[src/rtl/fact_accel.sv]
// Memory-mapped iterative factorial accelerator: write n, pulse go, poll status, read n!.
// One multiply per cycle; RD is a combinational read port into the SoC read mux.
module fact_accel #(
  parameter int unsigned NBITS = 4,
  parameter int unsigned WIDTH = 32
) (
  input  logic             clk,
  input  logic             rst,
  input  logic             WE,
  input  logic [1:0]       A,
  input  logic [WIDTH-1:0] WD,
  output logic [WIDTH-1:0] RD
);

  localparam int unsigned MAXN = 12;

  localparam logic [1:0] ADDR_N      = 2'b00;
  localparam logic [1:0] ADDR_GO     = 2'b01;
  localparam logic [1:0] ADDR_STATUS = 2'b10;

  typedef enum logic {IDLE, CALC} state_t;

  state_t             state, state_d;
  logic [NBITS-1:0]   n, n_d;
  logic [NBITS-1:0]   cnt, cnt_d;
  logic [WIDTH-1:0]   acc, acc_d;
  logic [WIDTH-1:0]   result, result_d;
  logic               done, done_d;
  logic               err, err_d;
  logic               busy;

  // Only the operand field and go bit of WD are architecturally meaningful.
  logic unused_wd;
  assign unused_wd = ^WD[WIDTH-1:NBITS];

  assign busy = (state == CALC);

  always_ff @(posedge clk) begin
    if (rst) begin
      state  <= IDLE;
      n      <= '0;
      cnt    <= '0;
      acc    <= WIDTH'(1);
      result <= '0;
      done   <= 1'b0;
      err    <= 1'b0;
    end else begin
      state  <= state_d;
      n      <= n_d;
      cnt    <= cnt_d;
      acc    <= acc_d;
      result <= result_d;
      done   <= done_d;
      err    <= err_d;
    end
  end

  always_comb begin
    state_d  = state;
    n_d      = n;
    cnt_d    = cnt;
    acc_d    = acc;
    result_d = result;
    done_d   = done;
    err_d    = err;
    unique case (state)
      IDLE: begin
        if (WE && (A == ADDR_N)) begin
          n_d = WD[NBITS-1:0];
        end
        if (WE && (A == ADDR_GO) && WD[0]) begin
          done_d = 1'b0;
          err_d  = 1'b0;
          if (n > NBITS'(MAXN)) begin
            // Out-of-range operand: flag immediately, never enter CALC.
            err_d    = 1'b1;
            done_d   = 1'b1;
            result_d = '0;
          end else begin
            acc_d   = WIDTH'(1);
            cnt_d   = n;
            state_d = CALC;
          end
        end
      end
      CALC: begin
        if (cnt <= NBITS'(1)) begin
          result_d = acc;
          done_d   = 1'b1;
          state_d  = IDLE;
        end else begin
          acc_d = acc * WIDTH'(cnt);
          cnt_d = cnt - NBITS'(1);
        end
      end
      default: state_d = IDLE;
    endcase
  end

  always_comb begin
    RD = '0;
    unique case (A)
      ADDR_N:      RD = WIDTH'(n);
      ADDR_GO:     RD = WIDTH'(busy);
      ADDR_STATUS: RD = WIDTH'({err, done});
      default:     RD = result;
    endcase
  end

endmodule

[config.mk]
export PLATFORM = sky130hd
export DESIGN_NAME = fact_accel
export DESIGN_NICKNAME = d
export VERILOG_FILES = /design/src/rtl/fact_accel.sv
export SDC_FILE = /design/constraint.sdc
export NUM_CORES = 1
export LEC_CHECK = 0
export ABC_AREA = 1
export BUFFER_PORTS_ARGS = -buffer_cell sky130_fd_sc_hd__buf_2
export CORE_UTILIZATION = 59
export DETAILED_ROUTE_END_ITERATION = 10
export HOLD_SLACK_MARGIN = 0.05
export PLACE_DENSITY = 0.75
export SYNTH_ARGS = -nofsm -noshare
export SYNTH_HDL_FRONTEND = slang
export SYNTH_SLANG_ARGS = --single-unit
[constraint.sdc]
create_clock -name clk -period 4.15 [get_ports clk]
set_clock_uncertainty 0.15 [all_clocks]
set_input_delay 0.6225 -clock clk [delete_from_list [all_inputs] [get_ports clk]]
set_output_delay 0.6225 -clock clk [all_outputs]
set_load 0.01 [all_outputs]
# ---- After elaboration in Yosys (flattened, before gate mapping)
# Cells that the tools add are included.
dict set report op_classes {
  n_eq_ne 7
  bitwise_logic 1
  n_mux 21
  n_lt_le_gt_ge 2
  n_reduce_logical 9
  add_sub_neg 1
  multipliers 1
}
# operator count
set ops {}
lappend ops {{two-way mux 32 bit} 6}
lappend ops {{case mux 32 bit (2 select lines)} 2}
lappend ops {{case mux 32 bit (3 select lines)} 1}
lappend ops {{multiplier 32 x 4 -> 32 bit} 1}
lappend ops {{two-way mux 4 bit} 3}
lappend ops {{inequality test 2 bit, second input constant} 4}
lappend ops {{case mux 4 bit (2 select lines)} 1}
lappend ops {{two-way mux 1 bit} 6}
lappend ops {{AND reduction 2 bit} 3}
lappend ops {{AND reduction 3 bit} 2}
lappend ops {{> comparator 4 bit, second input constant} 1}
lappend ops {{<= comparator 4 x 1 -> 1 bit, second input constant} 1}
lappend ops {{case mux 1 bit (2 select lines)} 2}
lappend ops {{subtractor 4 x 1 -> 4 bit, second input constant} 1}
lappend ops {{logical AND 1 bit} 3}
lappend ops {{equality test 2 x 1 -> 1 bit, second input constant} 1}
lappend ops {{equality test 2 bit, second input constant} 1}
lappend ops {{logical NOT 2 bit} 1}
lappend ops {{inequality test 2 x 1 -> 1 bit, second input constant} 1}
lappend ops {{NOT 1 bit} 1}
dict set report word_totals {
  out_inout_bits 32
  inputBits 37
  elab_cells 49
  regBits 75
}

# ---- Logic depth before layout (Yosys ltp)
# Gate-level depths: netlist (run 1).
dict set report logic_depth {
  ltp_word 5
  mapped_depth 21
  ltp_nobuf 18
}

# ---- Least setup slack after synthesis (run 1)
# No wires, ideal clock.
dict set report synth_timing {
  path_type {flip-flop to flip-flop}
  startpoint {register cnt[2]}
  endpoint {register acc[10]}
  t_arrival_ns 3.403
  required_time_ns 3.868
  setup_ns 0.132
  path_buffers 3
  slack_ns 0.465
  path_stages_with_launch 16
  synth_period_minus_slack_ns 3.685
  path_cell_list {dfxtp_1 -> buf_2 -> clkbuf_1 -> clkbuf_1 -> nand2_1 -> fa_1 -> fa_1 -> inv_1 -> fa_1 -> nand3_1 -> nand3_1 -> nand2_1 -> nand2_1 -> or2_2 -> nand3_1 -> a21oi_1}
}
dict set report synth_between {
  elab_chain_cells 3
  word_cells_on_any_way 6
  cone_classes {1 x mul; 1 x order compare; 1 x eq/ne; 2 x mux; 1 x reduce/logical}
}
# element line_no
set synth_lines {}
lappend synth_lines {{start, declared} 25} ;# logic [NBITS-1:0] cnt, cnt_d;
lappend synth_lines {{start signal, assigned} 50} ;# cnt <= cnt_d;
lappend synth_lines {{multiplier 32 x 4 -> 32 bit / <= comparator 4 x 1 -> 1 bit (equally long branches)} {92, 87}}
lappend synth_lines {{two-way mux 32 bit / inequality test 2 bit (equally long branches)} --}
lappend synth_lines {{case mux 32 bit (2 select lines) / AND reduction 3 bit (equally long branches)} --}
lappend synth_lines {{end signal, assigned} 43} ;# acc <= WIDTH'(1);
lappend synth_lines {{end signal, assigned} 51} ;# acc <= acc_d;
lappend synth_lines {{end, declared} 26} ;# logic [WIDTH-1:0] acc, acc_d;
# Several ways; a longest one is shown, not always the timed one. The select of a mux whose other input is x is not followed.
# A chain may end at the register's enable or synchronous reset.

# ---- Worst setup path in the final report (run 1)
dict set report layout_timing {
  startpoint {register cnt[1]}
  endpoint {register acc[30]}
}
# The elaborated chain is that of the path after synthesis.

==> results of run 1 <==
-- power by group through the flow --
stage | combinational, mW | clock, mW | sequential (mW)
floorplan | 0.0806 | 0 | 0.752
global placement | 0.107 | 0 | 0.756
detailed placement | 0.109 | 0 | 0.756
CTS | 0.110 | 0.829 | 0.740
global route | 0.122 | 0.854 | 0.741
finish | 0.110 | 0.811 | 0.740
-- kinds of logic (layout without fill, tap and decap cells) --
family	count (synthesis)	count (layout)	synth area share
AND/OR/NAND/NOR	546	546	0.289
XOR/XNOR	9	9	0.0101
AO/OA/AOI/OAI	146	146	0.125
buffers and inverters	377	403	0.185
adder cells (fa/ha/maj)	91	91	0.200
flip-flops	75	75	0.191
-- sequential cells by signal, indices dropped and copies added, names as in the netlist --
signal  flops
done        1
cnt         4
result     32
n           4
acc        32
err         1
busy        1
-- final cells by class --
| cell class | instances | area share |
|---|---|---|
| inverters | 334 | 0.148 |
| multi-input cells | 792 | 0.576 |
| clock inverters | 6 | 0.00856 |
| flip-flops and latches | 75 | 0.177 |
| clock buffers | 10 | 0.0270 |
| well taps | 172 | 0.0254 |
| repair buffers | 53 | 0.0381 |
-- worst paths after layout --
kind,depth (start not counted),to,slack [ps]
setup / recovery,14,acc[30],420
hold / removal,1,err,320
setup reg to reg,14,acc[30],420
hold reg to reg,1,err,320
-- critical path, cell delays in order (launching register included) --
cell     delay, ps
dfxtp_1        620
nand2_1        130
fa_1           500
fa_1           580
inv_1           80
fa_1           520
nand3_1        100
nand3_1        200
nand3_1        130
nand3_1        170
nand2_1        150
nand2_1         70
nand2_1         60
nand3_1         60
a21oi_1        130
-- Yosys cell counts (3+ instances only) --
library cell / number / area, um^2
a211oi_2: 29 / 363
a21oi_1: 88 / 440
nand2_2: 6 / 37.5
buf_1: 3 / 11.3
o21ai_1: 3 / 15.0
buf_2: 13 / 65.1
nand4_1: 9 / 56.3
nor2_2: 9 / 56.3
inv_1: 321 / 1200
fa_1: 57 / 1140
and2_1: 4 / 25.0
or2_2: 4 / 25.0
o21ai_0: 16 / 80.1
xor2_1: 9 / 78.8
nand3b_1: 6 / 45.0
nor2_1: 66 / 248
nand3_1: 63 / 315
nor3_1: 5 / 25.0
nand2_1: 369 / 1390
ha_1: 34 / 425
clkbuf_1: 23 / 86.3
inv_2: 13 / 48.8
dfxtp_1: 75 / 1500
-- routing by layer --
layer / routed length (um) / vias up
met5: 0 / -
met4: 387 / 0
met3: 730 / 31
met2: 8530 / 147
met1: 8840 / 3368
li1: - / 3732
==> results.json, run 1 <==
{
  "status": "finished clean",
  "wl_mm": 18.5,
  "tns_ps": 0,
  "p_total_mw": 1.66,
  "cts.sink_count": 75,
  "globalRouteMet1Util": 0.387,
  "clock_path_buffers": 2,
  "rsz0062_at_grt": "no",
  "vias": 7278,
  "fin_util": 0.664,
  "drtIter0Drc": 446,
  "synth_cell_types": 37,
  "post-cts-setup-buffers": 0,
  "io-pin-count": 69,
  "fin_nets": 1393,
  "viasPerCell": 5.05,
  "start_util": 0.614,
  "synth_warnings": 0,
  "grt_first_pass_wirelength_mm": 31.0,
  "switchingPower_uw": 424,
  "multiInputGateArea_mm2": 0.00489,
  "power.density_mw_per_mm2": 196,
  "synth_fp_nets": 1372,
  "post_cts_resized": 0,
  "internal-power_mw": 1.24,
  "worstHoldStart": "err",
  "drv_slew": 0,
  "r2r_start": "cnt[1]",
  "netlist_instances": 1244,
  "grtUsageTotal": 0.290,
  "path_class": "reg -> reg",
  "worst_pin_slew_ps": 987,
  "vdd_drop_max_v": 0.000168,
  "cts_root_buf": "clkbuf_16",
  "postLayoutCellArea_mm2": 0.00848,
  "use_met2": 0.486,
  "core_mm2": 0.0128,
  "finalSetupViolCount": 0,
  "clk_latency_ps": 350,
  "drc_errors": 0,
  "io_buffer_count": 40,
  "num_rows": 41,
  "cts_tree": "built",
  "syn-cell-area_mm2": 0.00784,
  "min_period_ps": 3730,
  "p_sw_frac": 0.255,
  "synth_edf_count": 0,
  "cts_max_level": 3,
  "synth_ff_type": "dfxtp_1",
  "combinationalPowerShare": 0.066,
  "drtPass1Iterations": 5,
  "crit_path_start": "cnt[1]",
  "final_antenna_net_count": 0,
  "arrival_ps": 3860,
  "slew-limit-headroom": 0.340,
  "cp_max_fo": 11,
  "hold_viol_final": 0,
  "placed_area_mm2": 0.00818,
  "final_layout_size_suffix_gt1_frac": 0.106,
  "syn_to_final_growth_pct": 8.15,
  "crit_required_ps": 4290,
  "seq_area_frac_synth": 0.191,
  "worst_slack_ps": 423,
  "dp_hpwl_mm": 14.1,
  "grt_use_met3": 0.0314,
  "cts-hold-fix-buffers": 0,
  "dp_worst_setup_slack_ps": 531,
  "start_kind": "flip-flop",
  "grt-busiest-layer": "met2",
  "final_common_cell": "nand2_1",
  "dieArea_mm2": 0.0138,
  "numCtsBuffers": 9,
  "min_period_over_period": 0.898,
  "hold_path_class": "reg -> reg",
  "wire_per_inst_um": 12.8,
  "clkPwrFrac": 0.488,
  "globalRouteOverflowTotal": 0,
  "mostFrequentLayoutCells": "369 x nand2_1, 321 x inv_1, 88 x a21oi_1",
  "syn_area_per_cell_um2": 6.30,
  "cp-end-kind": "flip-flop",
  "fmax_ghz": 0.268,
  "antenna-diode-count": 0,
  "placedCellCount": 1426,
  "seq_area_mm2": 0.00150,
  "p_leak_nw": 4.92,
  "max_cap_viol_count": 0,
  "dieHeight_um": 117,
  "power_frac_seq": 0.446,
  "clkTransAtPathRegs_ps": 60,
  "whs_ps": 322,
  "grt_max_degree": 40,
  "synthArstFlopShare": 0,
  "fillers": 1217,
  "antenna_found_initial": 0,
  "die_w_um": 117,
  "grt_pass1_vias": 6572,
  "gp_congestion": 0.973,
  "fin_cells": 1442,
  "ys_ff_latch": 75
}
Power figures use the tool's default switching activity.
==> run 2: changes to the inputs <==
--- a/config.mk
+++ b/config.mk
@@ -7,10 +7,10 @@
 export LEC_CHECK = 0
 export ABC_AREA = 1
 export BUFFER_PORTS_ARGS = -buffer_cell sky130_fd_sc_hd__buf_2
-export CORE_UTILIZATION = 59
+export CORE_UTILIZATION = 45
 export DETAILED_ROUTE_END_ITERATION = 10
 export HOLD_SLACK_MARGIN = 0.05
-export PLACE_DENSITY = 0.75
+export PLACE_DENSITY = 0.59
 export SYNTH_ARGS = -nofsm -noshare
 export SYNTH_HDL_FRONTEND = slang
 export SYNTH_SLANG_ARGS = --single-unit
==> run 2 against run 1 <==
First-iteration DRC count rose by 7.4%. Power decreased by 2.1%. Worst setup slack better by 88 ps. Die area grew 31%. Final area increased by 0.43%. Critical path type unchanged. Critical endpoint unchanged. Largest cell class unchanged. Largest power group unchanged. Highest routed layer unchanged.
==> results.json, run 2 (same netlist as run 1, synthesis figures left out) <==
{
  "status": "finished clean",
  "final_layout_size_suffix_gt1_frac": 0.108,
  "cp-end-kind": "flip-flop",
  "syn_to_final_growth_pct": 8.62,
  "cts_max_level": 3,
  "core_mm2": 0.0168,
  "crit_slowest_cell": "fa_1",
  "start_util": 0.466,
  "drc_errors": 0,
  "hold_viol_final": 0,
  "drv_slew": 0,
  "fillers": 1817,
  "p_total_mw": 1.63,
  "viasPerCell": 4.80,
  "min_period_ps": 3640,
  "cp_max_fo": 15,
  "crit_required_ps": 4280,
  "io_buffer_count": 40,
  "vdd_drop_max_v": 0.000159,
  "clock_path_buffers": 2,
  "post_cts_resized": 0,
  "mostFrequentLayoutCells": "369 x nand2_1, 321 x inv_1, 88 x a21oi_1",
  "hold_path_class": "reg -> reg",
  "fin_cells": 1491,
  "num_rows": 47,
  "reg.largest.list": "acc (32), result (32)",
  "antenna_found_initial": 0,
  "drtIter0Drc": 479,
  "clk_latency_ps": 350,
  "grtUsageTotal": 0.232,
  "grt_pass1_vias": 6850,
  "max_cap_viol_count": 0,
  "crit_chain": "buf_4, nand2_1, fa_1, fa_1, inv_1, fa_1, nand3_1, nand3_1, nand3_1, nand3_1, nand2_1, nand2_1, nand2_1, nand3_1, a21oi_1",
  "wl_mm": 19.3,
  "worstHoldStart": "done",
  "p_leak_nw": 4.92,
  "crit_path_start": "cnt[3]",
  "worst_pin_slew_ps": 967,
  "postLayoutCellArea_mm2": 0.00852,
  "fmax_ghz": 0.275,
  "start_kind": "flip-flop",
  "drtPass1Iterations": 5,
  "min_period_over_period": 0.877,
  "final_common_cell": "nand2_1",
  "power.density_mw_per_mm2": 191,
  "io-pin-count": 69,
  "placedCellCount": 1475,
  "globalRouteOverflowTotal": 0,
  "placed_area_mm2": 0.00824,
  "cts_root_buf": "clkbuf_16",
  "r2r_start": "cnt[3]",
  "dieArea_mm2": 0.0180,
  "final_antenna_net_count": 0,
  "fin_util": 0.506,
  "cts-hold-fix-buffers": 0,
  "finalSetupViolCount": 0,
  "vias": 7152,
  "dieHeight_um": 134,
  "wire_per_inst_um": 13.0,
  "dp_hpwl_mm": 15.0,
  "post-cts-setup-buffers": 0,
  "cts_tree": "built",
  "tns_ps": 0,
  "arrival_ps": 3770,
  "grt_max_degree": 40,
  "crit_top_cell": "nand3_1",
  "rsz0062_at_grt": "no",
  "slew-limit-headroom": 0.354,
  "numCtsBuffers": 9,
  "antenna-diode-count": 0,
  "fin_nets": 1394,
  "grt_first_pass_wirelength_mm": 33.4,
  "path_class": "reg -> reg",
  "die_w_um": 134,
  "clkTransAtPathRegs_ps": 70,
  "cts.sink_count": 75,
  "reg2reg_slack_ps": 510,
  "gp_congestion": 0.922,
  "slowest_delay_ps": 540
}
run 2: cell count changes in the layout (fill, tap and decap cells not counted):
| cell | before | now |
|---|---|---|
| buf_4 | 11 | 13 |
| clkinv_4 | 2 | 0 |
| buf_12 | 2 | 1 |
| bufinv_16 | 1 | 0 |
| clkbuf_1 | 1 | 0 |
| clkinv_2 | 0 | 1 |
| clkinvlp_4 | 1 | 2 |
| inv_6 | 2 | 3 |
| inv_8 | 0 | 1 |
run 2: metal layers:
layer | GRT usage | up-vias | routed length [um]
met5 | 0 | - | 0
met2 | 0.388 | 104 | 8970
met1 | 0.317 | 3293 | 9570
met3 | 0.0193 | 22 | 493
li1 | - | 3733 | -
met4 | 0.0712 | 0 | 295
run 2: final timing paths:
| kind | end | cells after the start |
|---|---|---|
| worst min-delay path | done | 2 |
| worst max-delay path | acc[30] | 15 |
| worst max register to register | acc[30] | 15 |
| worst min register to register | done | 2 |
run 2: metrics by stage:
stage | setup WS (ps) | hold WS [ps]
after floorplan | 465 | 291
after global placement | 533 | 307
after detailed placement | 518 | 306
after CTS | 492 | 316
after global routing | 300 | 333
final | 511 | 317
run 2: power by group:
part | leakage, nW | total (mW) | switching, mW | internal (mW)
Clock | 0.135 | 0.777 | 0.363 | 0.415
Combinational | 4.18 | 0.111 | 0.0784 | 0.0327
Sequential | 0.606 | 0.738 | 0.00599 | 0.732
run 2: critical path: cells and delay by family (launching register included):
kind	cells	cell delay, ps
adder cells (fa/ha/maj)	3	1590
AND/OR/NAND/NOR	9	1080
flip-flops	1	330
buffers and inverters	2	300
AO/OA/AOI/OAI	1	140
run 2: area by class of cell:
class / instances / area [um^2] / share of cell area
clock inverter: 7 / 57.6 / 0.00676
tap: 220 / 275 / 0.0323
sequential: 75 / 1500 / 0.176
inverter: 334 / 1250 / 0.147
multi-input combinational: 792 / 4890 / 0.574
timing repair buffer: 54 / 318 / 0.0373
clock buffer: 9 / 225 / 0.0264
==> run 3: changes to the inputs <==
==> constraint.sdc (replaced) <==
create_clock -name clk -period 3.6 [get_ports clk]
set_clock_uncertainty 0.15 [all_clocks]
set_input_delay 0.54 -clock clk [delete_from_list [all_inputs] [get_ports clk]]
set_output_delay 0.54 -clock clk [all_outputs]
set_load 0.01 [all_outputs]
==> run 3 against run 2 <==
Worst setup slack worse by 350 ps. Critical path type unchanged. Critical path depth is 2 higher. Maximum frequency up 5.7%. Non-clock buffer count rose by 11. Register-to-register slack worse by 350 ps. Flip-flop and latch count unchanged. Sequential share of layout area fell by 0.91 points. Core utilization grew 2.8 points. Final area rose by 5.6%. Highest routed layer unchanged.
==> results.json, run 3 (same netlist as run 1, synthesis figures left out) <==
{
  "start_util": 0.466,
  "internal-power_mw": 1.44,
  "final_layout_size_suffix_gt1_frac": 0.163,
  "power_frac_seq": 0.440,
  "cts-hold-fix-buffers": 0,
  "cp_max_fo": 14,
  "num_rows": 47,
  "core_mm2": 0.0168,
  "final_common_cell": "nand2_1",
  "clkPwrFrac": 0.490,
  "io_buffer_count": 40,
  "combinationalPowerShare": 0.070,
  "grt_pass1_vias": 6726,
  "fin_util": 0.535,
  "fillers": 1766,
  "drc_errors": 0,
  "arrival_ps": 3500,
  "path_class": "reg -> reg",
  "drtPass1Iterations": 4,
  "io-pin-count": 69,
  "min_period_over_period": 0.956,
  "switchingPower_uw": 491,
  "crit_chain": "buf_6, nand2_1, inv_1, fa_1, inv_1, fa_1, inv_1, ha_2, nand2_1, nand2_1, nand2_1, nand2_1, nand2_1, nand3b_1, or2_2, nand3_1, a21oi_1",
  "seq_area_mm2": 0.00150,
  "vdd_drop_max_v": 0.000193,
  "drtIter0Drc": 396,
  "min_period_ps": 3440,
  "numCtsBuffers": 9,
  "fmax_ghz": 0.291,
  "grt_first_pass_wirelength_mm": 32.9,
  "clock_path_buffers": 2,
  "final_antenna_net_count": 0,
  "antenna-diode-count": 0,
  "cp-end-kind": "flip-flop",
  "dp_hpwl_mm": 14.9,
  "crit_top_cell": "nand2_1",
  "clkTransAtPathRegs_ps": 70,
  "grt_max_degree": 40,
  "worst_pin_slew_ps": 1030,
  "globalRouteOverflowTotal": 0,
  "p_total_mw": 1.93,
  "status": "finished clean",
  "clk_latency_ps": 350,
  "multiInputGateArea_mm2": 0.00523,
  "start_kind": "flip-flop",
  "wl_mm": 19.8,
  "power.density_mw_per_mm2": 215,
  "hold_path_class": "reg -> reg",
  "p_sw_frac": 0.254,
  "drv_slew": 0,
  "hold_viol_final": 0,
  "viasPerCell": 4.86,
  "vias": 7289,
  "finalSetupViolCount": 0,
  "dieArea_mm2": 0.0180,
  "die_w_um": 134,
  "dieHeight_um": 134,
  "crit_slowest_cell": "fa_1",
  "syn_to_final_growth_pct": 14.7,
  "mostFrequentLayoutCells": "356 x nand2_1, 320 x inv_1, 80 x a21oi_1",
  "slew-limit-headroom": 0.315,
  "max_cap_viol_count": 0,
  "antenna_found_initial": 0,
  "p_leak_nw": 5.06,
  "cts_max_level": 3,
  "gp_congestion": 0.939,
  "grtUsageTotal": 0.228,
  "wire_per_inst_um": 13.2,
  "cts_tree": "built",
  "slowest_delay_ps": 540,
  "reg.largest.list": "acc (32), result (32)",
  "crit_required_ps": 3660,
  "cts.sink_count": 75,
  "fin_nets": 1405,
  "cts_root_buf": "clkbuf_16"
}
-- run 3: changes by cell type in the layout (fill, tap and decap cells not counted), sizes merged --
cell and change:
bufinv +1, clkinv +2, inv -4, clkinvlp -1, clkbuf +1, buf +11
-- run 3: final cells by class --
cell class / count / share of cell area
inverter: 334 / 0.139
tap: 220 / 0.0306
clock inverter: 5 / 0.00709
multi-input combinational: 792 / 0.581
sequential: 75 / 0.167
timing repair buffer: 65 / 0.0485
clock buffer: 10 / 0.0266
-- run 3: worst paths after layout --
path / depth (start not counted) / slack [ps] / start / endpoint
setup reg to reg: 17 / 160 / cnt[3] / acc[11]
hold reg to reg: 2 / 320 / done / done
setup / recovery: 17 / 160 / cnt[3] / acc[11]
hold / removal: 2 / 320 / done / done
-- run 3: repair_timing --
action / in CTS / in global routing
resized for setup: 0 / 81
setup buffers: 0 / 1
endpoints found under the setup margin: 0 / 21
-- run 3: power by group through the flow --
stage	Clock [mW]	Combinational (mW)	Sequential (mW)
after floorplan	0	0.0931	0.867
after global placement	0	0.134	0.870
after detailed placement	0	0.135	0.870
after CTS	0.970	0.135	0.851
after global routing	1.00	0.150	0.852
final	0.948	0.135	0.851
-- run 3: metrics by stage --
| stage | setup WS (ps) | cells | instance area (um^2) | TNS (ps) | hold slack, ps |
|---|---|---|---|---|---|
| 6_report | 158 | 1501 | 9000 | 0 | 321 |
| 2_1_floorplan | 4.11 | 1244 | 7840 | 0 | 291 |
| 3_5_place_dp | 50.6 | 1485 | 8340 | 0 | 310 |
| 3_3_place_gp | 58.4 | 1485 | 8340 | 0 | 307 |
| 5_1_grt | -9.85 | 1501 | 9000 | -18.6 | 339 |
| 4_1_cts | 47.1 | 1500 | 8640 | 0 | 320 |
-- run 3: metal layers --
metal	global-route usage	wire, um
met5	0	0
met1	0.312	9680
met3	0.0253	530
met4	0.0637	274
met2	0.378	9310
-- run 3: critical path: cells and delay by family, from the launching register on --
| family | cells | cell delay, ps |
|---|---|---|
| flip-flops | 1 | 340 |
| buffers and inverters | 4 | 320 |
| AO/OA/AOI/OAI | 1 | 60 |
| adder cells (fa/ha/maj) | 3 | 1400 |
| AND/OR/NAND/NOR | 9 | 1040 |
